[src/rtl/inertial_pkg.sv]
// inertial_pkg: state encoding and default constants shared by the pitch integrator slice.
package inertial_pkg;
   typedef enum logic {RUN, CAL} state_t;
   localparam int AZ_OFFSET_DEF      = 'h00A0;
   localparam int ACC_GAIN_DEF       = 327;
   localparam int ACC_SHIFT_DEF      = 13;
   localparam int RT_OFFSET_INIT_DEF = 'h0050;
   localparam int FUSE_GAIN_DEF      = 1024;
endpackage

[src/rtl/gyro_offset_cal.sv]
// gyro_offset_cal: averages 2^CAL_LOG2 vld pitch-rate samples into the gyro offset register.
module gyro_offset_cal
   import inertial_pkg::*;
#(
   parameter int DW             = 16,
   parameter int CAL_LOG2       = 4,
   parameter int RT_OFFSET_INIT = RT_OFFSET_INIT_DEF
) (
   input  logic                 clk,
   input  logic                 rst,
   input  logic                 vld,
   input  logic                 cal_start,
   input  logic signed [DW-1:0] ptch_rt,
   output logic                 cal_busy,
   output logic                 cal_done,
   output logic signed [DW-1:0] rt_offset
);
   localparam int AW = DW + CAL_LOG2;
   localparam logic signed [DW-1:0] OFF_INIT = DW'(RT_OFFSET_INIT);
   state_t state_q, state_d;
   logic [CAL_LOG2-1:0] cnt_q, cnt_d;
   logic signed [AW-1:0] acc_q, acc_d, acc_sum, acc_shr;
   logic signed [DW-1:0] off_q, off_d;
   logic done_q, done_d, last, clear;
   always_comb begin
      acc_sum = acc_q + AW'(ptch_rt);
      acc_shr = acc_sum >>> CAL_LOG2;
      clear   = cal_start || state_q == RUN;
      // a restart pulse discards the sample arriving with it
      last    = state_q == CAL && vld && !cal_start && &cnt_q;
      state_d = cal_start ? CAL : last ? RUN : state_q;
      cnt_d   = clear ? '0 : vld ? cnt_q + 1'b1 : cnt_q;
      acc_d   = clear ? '0 : vld ? acc_sum : acc_q;
      off_d   = last ? acc_shr[DW-1:0] : off_q;
      done_d  = last;
   end
   always_ff @(posedge clk) begin
      if (rst) begin
         state_q <= RUN;
         cnt_q   <= '0;
         acc_q   <= '0;
         off_q   <= OFF_INIT;
         done_q  <= 1'b0;
      end else begin
         state_q <= state_d;
         cnt_q   <= cnt_d;
         acc_q   <= acc_d;
         off_q   <= off_d;
         done_q  <= done_d;
      end
   end
   assign cal_busy  = state_q == CAL;
   assign cal_done  = done_q;
   assign rt_offset = off_q;
endmodule

[src/rtl/inertial_integrator_cfg.sv]
// inertial_integrator_cfg: 2-stage complementary-filter pitch integrator with runtime gyro calibration.
// Define INTEG_SAT_EN to clamp the integrator instead of letting it wrap.
module inertial_integrator_cfg
   import inertial_pkg::*;
#(
   parameter int DW             = 16,
   parameter int FRAC           = 11,
   parameter int FUSE_GAIN      = FUSE_GAIN_DEF,
   parameter int AZ_OFFSET      = AZ_OFFSET_DEF,
   parameter int ACC_GAIN       = ACC_GAIN_DEF,
   parameter int ACC_SHIFT      = ACC_SHIFT_DEF,
   parameter int RT_OFFSET_INIT = RT_OFFSET_INIT_DEF,
   parameter int CAL_LOG2       = 4
) (
   input  logic                 clk,
   input  logic                 rst,
   input  logic                 vld,
   input  logic signed [DW-1:0] ptch_rt,
   input  logic signed [DW-1:0] AZ,
   input  logic                 cal_start,
   output logic signed [DW-1:0] ptch,
   output logic                 ptch_vld,
   output logic                 cal_busy,
   output logic                 cal_done,
   output logic signed [DW-1:0] rt_offset
);
   localparam int IW = DW + FRAC;
   localparam logic signed [DW:0] AZ_OFF = (DW+1)'(AZ_OFFSET);
   localparam logic signed [IW:0] FG = (IW+1)'(FUSE_GAIN);
   logic signed [DW:0] rt_comp_d, rt_comp_q, az_comp;
   logic signed [DW+32:0] acc_prod, acc_shr;
   logic signed [DW-1:0] ptch_acc_d, ptch_acc_q;
   logic signed [IW:0] fuse, sum;
   logic signed [IW-1:0] integ_n, integ_d, integ_q;
   logic s1_vld_d, s1_vld_q, ptch_vld_d, ptch_vld_q;
   gyro_offset_cal #(.DW(DW), .CAL_LOG2(CAL_LOG2), .RT_OFFSET_INIT(RT_OFFSET_INIT)) u_cal (
      .clk(clk), .rst(rst), .vld(vld), .cal_start(cal_start), .ptch_rt(ptch_rt),
      .cal_busy(cal_busy), .cal_done(cal_done), .rt_offset(rt_offset)
   );
   always_comb begin
      rt_comp_d  = {ptch_rt[DW-1], ptch_rt} - {rt_offset[DW-1], rt_offset};
      az_comp    = {AZ[DW-1], AZ} - AZ_OFF;
      acc_prod   = (DW+33)'(az_comp) * (DW+33)'(ACC_GAIN);
      acc_shr    = acc_prod >>> ACC_SHIFT;
      ptch_acc_d = acc_shr[DW-1:0];
      // samples taken while calibrating belong to the calibrator only
      s1_vld_d   = vld && !cal_busy;
      fuse       = (ptch_acc_q > ptch) ? FG : -FG;
      sum        = (IW+1)'(integ_q) - (IW+1)'(rt_comp_q) + fuse;
`ifdef INTEG_SAT_EN
      integ_n    = (sum[IW] ^ sum[IW-1]) ? {sum[IW], {(IW-1){~sum[IW]}}} : sum[IW-1:0];
`else
      integ_n    = sum[IW-1:0];
`endif
      integ_d    = s1_vld_q ? integ_n : integ_q;
      ptch_vld_d = s1_vld_q;
   end
   always_ff @(posedge clk) begin
      if (rst) begin
         rt_comp_q  <= '0;
         ptch_acc_q <= '0;
         s1_vld_q   <= 1'b0;
         integ_q    <= '0;
         ptch_vld_q <= 1'b0;
      end else begin
         rt_comp_q  <= rt_comp_d;
         ptch_acc_q <= ptch_acc_d;
         s1_vld_q   <= s1_vld_d;
         integ_q    <= integ_d;
         ptch_vld_q <= ptch_vld_d;
      end
   end
   assign ptch     = integ_q[IW-1:FRAC];
   assign ptch_vld = ptch_vld_q;
endmodule

[config.mk]
export PLATFORM = sky130hd
export DESIGN_NAME = inertial_integrator_cfg
export DESIGN_NICKNAME = d
export VERILOG_FILES = /design/src/rtl/inertial_pkg.sv /design/src/rtl/gyro_offset_cal.sv /design/src/rtl/inertial_integrator_cfg.sv
export SDC_FILE = /design/constraint.sdc
export NUM_CORES = 1
export LEC_CHECK = 0
export ABC_AREA = 1
export BUFFER_PORTS_ARGS = -buffer_cell sky130_fd_sc_hd__buf_2
export CORE_MARGIN = 2
export CORE_UTILIZATION = 55
export CTS_BUF_LIST = sky130_fd_sc_hd__clkbuf_2
export DETAILED_ROUTE_END_ITERATION = 10
export PLACE_DENSITY = 0.84
export SLEW_MARGIN = 20
export SYNTH_ARGS = -nofsm -noshare
export SYNTH_HDL_FRONTEND = slang
export SYNTH_SLANG_ARGS = --single-unit
export TNS_END_PERCENT = 30
[constraint.sdc]
create_clock -name clk -period 4.5 [get_ports clk]
set_input_delay 0.45 -clock clk [delete_from_list [all_inputs] [get_ports clk]]
set_output_delay 0.45 -clock clk [all_outputs]
set_load 0.1 [all_outputs]
## Yosys cells after proc, flatten, opt, wreduce, memory -nomap -nowiden

Cells that the tools add are included.

| operators by class | value |
|---|---|
| $add $sub $neg | 6 |
| multipliers | 1 |
| $lt $le $gt $ge | 1 |
| multiplexer cells | 3 |
| bitwise logic cells | 1 |
| reduce and logical (&&, ||, !) cells | 10 |

Operators by type and width:

| operator | count |
|---|---|
| 27-bit adder | 1 |
| 17-bit by 10-bit multiplier with 27-bit output, second input constant | 1 |
| 27-bit 2-to-1 mux | 1 |
| 27-bit by 17-bit subtractor with 27-bit output | 1 |
| 20-bit by 16-bit adder with 20-bit output | 1 |
| 16-bit by 16-bit subtractor with 17-bit output | 1 |
| 16-bit by 9-bit subtractor with 17-bit output, second input constant | 1 |
| 16-bit > comparator | 1 |
| 4-bit by 1-bit adder with 4-bit output, second input constant | 1 |
| 1-bit logical AND | 4 |
| 4-bit AND reduction | 1 |
| 1-bit zero test | 2 |
| 1-bit 2-to-1 mux | 2 |
| 2-bit nonzero test | 1 |
| 2-bit OR reduction | 1 |
| 1-bit logical OR | 1 |
| 1-bit NOT | 1 |

| storage, ports and cells | value |
|---|---|
| register bits after elaboration | 104 |
| input bits | 36 |
| output and inout bits | 35 |
| logic and storage cells | 32 |

## Longest topological paths before layout

| logic depth | value |
|---|---|
| word-level depth | 5 |
| mapped depth | 29 |
| depth with buffers taken out | 29 |

## Modules after synthesis

Synthesis repeated with hierarchy kept, for this count alone.

| unflattened totals | value |
|---|---|
| cell total of the unflattened synthesis | 1836 |
| area total of the unflattened synthesis | 12039.0 sq um |

Modules (own cells, without submodules):

| module | instances | cells an instance | area an instance (sq um) | sequential area each (sq um) |
|---|---|---|---|---|
| inertial_integrator_cfg | 1 | 1379 | 9226.3 | 1201.2 |
| gyro_offset_cal | 1 | 457 | 2812.7 | 840.8 |

## Least setup slack after synthesis

Ideal clock, no wire load.

| path | value |
|---|---|
| path kind | input to register |
| start point | input AZ[5] |
| end point | register ptch_acc_q[14] |
| setup time | 0.115 ns |
| data arrival time | 4.735 ns |
| required time | 4.385 ns |
| setup slack | -0.350 ns |
| cell stages on the path | 26 |
| buffers on the path | 0 |
| path through | inv_1 ha_1 inv_1 nand2_1 nand3_1 nand3b_1 inv_1 nand2_1 nand2_1 inv_1 ha_1 ha_1 fa_1 fa_1 inv_1 fa_1 inv_1 ha_1 a21oi_1 o21ai_0 inv_1 o21ai_0 a21oi_1 nand3_1 nand2_1 nor2_1 |

| between the ends | value |
|---|---|
| longest elaborated chain between the ends | 2 |

Ends and longest elaborated chain:

| what | line | text |
|---|---|---|
| start, declared | inertial_integrator_cfg.sv:19 | `input logic signed [DW-1:0] AZ,` |
| 16-bit by 9-bit subtractor with 17-bit output | inertial_integrator_cfg.sv:42 | `az_comp = {AZ[DW-1], AZ} - AZ_OFF;` |
| 17-bit by 10-bit multiplier with 27-bit output | inertial_integrator_cfg.sv:43 | `acc_prod = (DW+33)'(az_comp) * (DW+33)'(ACC_GAIN);` |
| end signal, assigned | inertial_integrator_cfg.sv:67 | `ptch_acc_q <= ptch_acc_d;` |
| end, declared | inertial_integrator_cfg.sv:32 | `logic signed [DW-1:0] ptch_acc_d, ptch_acc_q;` |

No other way between the ends.
A chain may end at the register's enable or synchronous reset.

## Final worst setup path

| path | value |
|---|---|
| start point | input AZ[5] |
| end point | register ptch_acc_q[2] |

Same word-level chain as after synthesis.

==> results.toml <==
[logic_synthesis]
synthesis.yosys.warnings = 0
synth_edf_count = 0
synth_top_area_share_pct = 18.3
ys_seq_elements = 102
netlist_top_cells_area = "ha_1, dfxtp_1, nand2_1"
netlist_area_um2 = 12000
postSynthCellCount = 1827
synth_flop_cell = "dfxtp_1"
synth_top_area_cell = "ha_1"
syn_area_per_cell_um2 = 6.55
synth_common_cells = "nand2_1, inv_1, nor2_1, ha_1, a21oi_1"
synthesis.nets = 2101
synth_most_common_cell = "nand2_1"
yosysSeqAreaShare_pct = 17.1
synth-async-reset-ratio_pct = 0
ys_types = 38

[layout]
fin_util_pct = 61.9
syn_to_final_growth_pct = 9.75
instances_no_fill = 2210
final_area_um2 = 13100
final_nets = 2203
final_layout_size_suffix_gt1_share_pct = 9.26
n_fill_cell = 1903

[worst_setup_path]
reg2reg_slack_ps = 560
worst_r2r_endpoint = "integ_q[14]$_SDFFE_PP0P_"
path_class = "primary input to register"
rr_startpoint = "integ_q[24]$_SDFFE_PP0P_"
arrival_ps = 4860
crit_required_ps = 5090
end_kind = "register"
start_kind = "primary input"
rr_worst_depth = 20
crit_fanout = 4

[placed_design]
dp_cells = 2193
port_buffers = 70
placedInstanceArea_um2 = 13000
dpl.hpwl_mm = 24.8
gp_congestion = 0.939

[pwr]
p_leak_uw = 0.00754
p_int_uw = 3880
irDropWorstVdd_uv = 373
p_per_area_nw_per_um2 = 688
seqPwrFrac_pct = 12.2
pwr-share-comb_pct = 82.8
clkPwrFrac_pct = 5.0
p_switching_uw = 5160
switching_share_pct = 57.1

[grt]
grt_pass1_wl_mm = 48.4
grt_antenna_before_repair = 1
overflow = 0
grt_start_max_net_pins = 46
first_global_vias = 10700
track_usage_pct = 26.1

[cts]
cts_hold_buf = 0
htreeDepth = 3
cts_sinks = 102
cts-root-buf = "clkbuf_2"
clk_pin_slew_worst_paths_ps = 330
clockBufferDepth = 2
cts_inserted_buffers = 9
worstSkewPairLatency_ps = 650
cts_tree = "done"

[sta]
finalClockSkew_ps = 52.1
fin_crit_sh_pct = 94.9
rsz0062_at_grt = "no"
hold_viol_final = 0
maxSlewHeadroom_pct = 32.0
tightest_slew_ps = 1020
clock.fmax_mhz = 234
fin_crit_ps = 4270
setup_tns_ps = 0
slew_viol_final = 0
timing.final.setup_violations = 0

[drt]
routed_wl_mm = 29.7
ant_nets = 0
drc = 0
drt_iter0_drc = 739
avgViaCountPerCell = 5.19
wl_per_cell_um = 13.4
vias = 11500
first_pass_iters = 8

[hold_path]
whs_path_depth = 4
hold_end = "u_cal.cnt_q[3]$_SDFFE_PP0P_"
hp-class = "primary input to register"
min-delay-start = "cal_start"

[floorplan]
die_width_um = 152
core_um2 = 21200
dieArea_um2 = 23000
start_util_pct = 56.4
pin_count = 71
rows = 53
die_h_um = 152

[flow_run]
cap_viol_max_count = 0

[run_status]
status = "finished clean"
-- cells by family after synthesis --
logic type | share of synthesized area (%)
AO/OA/AOI/OAI | 10.5
XOR/XNOR | 2.48
adder cells (fa/ha/maj) | 28.8
buffers and inverters | 14.5
flip-flops | 17.1
AND/OR/NAND/NOR | 26.7
-- final cells by class --
| type | instances | area [µm²] | area share, % |
|---|---|---|---|
| Sequential cell | 102 | 2040 | 15.5 |
| Multi-Input combinational cell | 1281 | 8330 | 63.4 |
| Tap cell | 275 | 344 | 2.62 |
| Clock inverter | 7 | 65.1 | 0.495 |
| Timing Repair Buffer | 128 | 786 | 5.98 |
| Antenna cell | 1 | 2.50 | 0.0190 |
| Inverter | 407 | 1530 | 11.6 |
| Clock buffer | 9 | 45.0 | 0.343 |
-- power groups by stage --
stage	sequential [µW]	combinational, µW	clock, µW
after global placement	1110	7110	0
after detailed placement	1120	7340	0
final	1100	7480	453
after CTS	1100	7380	464
after global routing	1110	8550	494
after floorplan	1090	5600	0
-- layer usage --
metal | vias up | global-route usage [%] | part of all wire, %
li1 | 5899 | - | -
met1 | 5216 | 33.3 | 44
met2 | 282 | 46.2 | 48
met3 | 64 | 3.74 | 4.9
met4 | 0 | 7.18 | 2.5
met5 | - | 0 | 0
-- timing repair --
action,4_1_cts,5_1_grt
buffers inserted,0,0
endpoints found under the setup margin,0,6
gates resized for setup,0,9
-- how the worst max path moves through the flow --
stage | from | endpoint | slack [ps] | cells after the start
3_3_place_gp | AZ[8] | ptch_acc_q[4]$_SDFF_PP0_ | -300 | 21
6_report | AZ[5] | ptch_acc_q[2]$_SDFF_PP0_ | 230 | 23
5_1_grt | AZ[5] | ptch_acc_q[14]$_SDFF_PP0_ | 10 | 28
4_1_cts | AZ[8] | ptch_acc_q[10]$_SDFF_PP0_ | 280 | 23
2_1_floorplan | AZ[5] | ptch_acc_q[10]$_SDFF_PP0_ | -20 | 25
3_5_place_dp | AZ[5] | ptch_acc_q[8]$_SDFF_PP0_ | -430 | 28
-- cells in the final DEF (no fill, tap or decap), types with 6 or more instances in the layout --
master / instances
a21oi_1: 123
nand2_1: 410
nand4_1: 18
o211ai_1: 7
buf_2: 70
nor3_1: 8
nand3_1: 110
buf_4: 58
o21ai_0: 61
nand2_2: 6
o21bai_1: 9
nor2_1: 200
ha_1: 170
o21ai_1: 14
nand3b_1: 6
inv_1: 398
inv_2: 6
a21o_1: 10
dfxtp_1: 102
clkbuf_2: 9
fa_1: 63
xor2_1: 25
-- worst max-delay path, stage by stage --
cell	delay (ps)
buf_2	130
inv_4	60
ha_4	120
inv_1	40
nand2_2	70
nand4_1	140
xor2_2	210
inv_1	60
ha_1	310
ha_1	310
fa_1	470
fa_1	550
inv_1	50
fa_1	520
inv_1	60
ha_4	270
nand2_1	80
nor2_1	150
nor3b_2	180
o21ai_1	90
nand2_1	170
o21ai_0	130
a21oi_1	230
-- stage by stage --
step	total power [µW]	hold WS (ps)	setup WS, ps
4_1_cts	8950	92.0	280
3_3_place_gp	8230	452	-298
3_5_place_dp	8460	458	-430
6_report	9040	132	232
2_1_floorplan	6690	445	-16.9
5_1_grt	10200	114	10.4
-- flip-flops by register name, indices dropped and copies added (netlist names) --
signal,count
ptch_vld,1
integ_q,27
u_cal.cnt_q,4
u_cal.cal_done,1
rt_comp_q,17
ptch_vld_d,1
u_cal.rt_offset,16
u_cal.cal_busy,1
u_cal.acc_q,20
ptch_acc_q,14
Power figures use the tool's default switching activity.
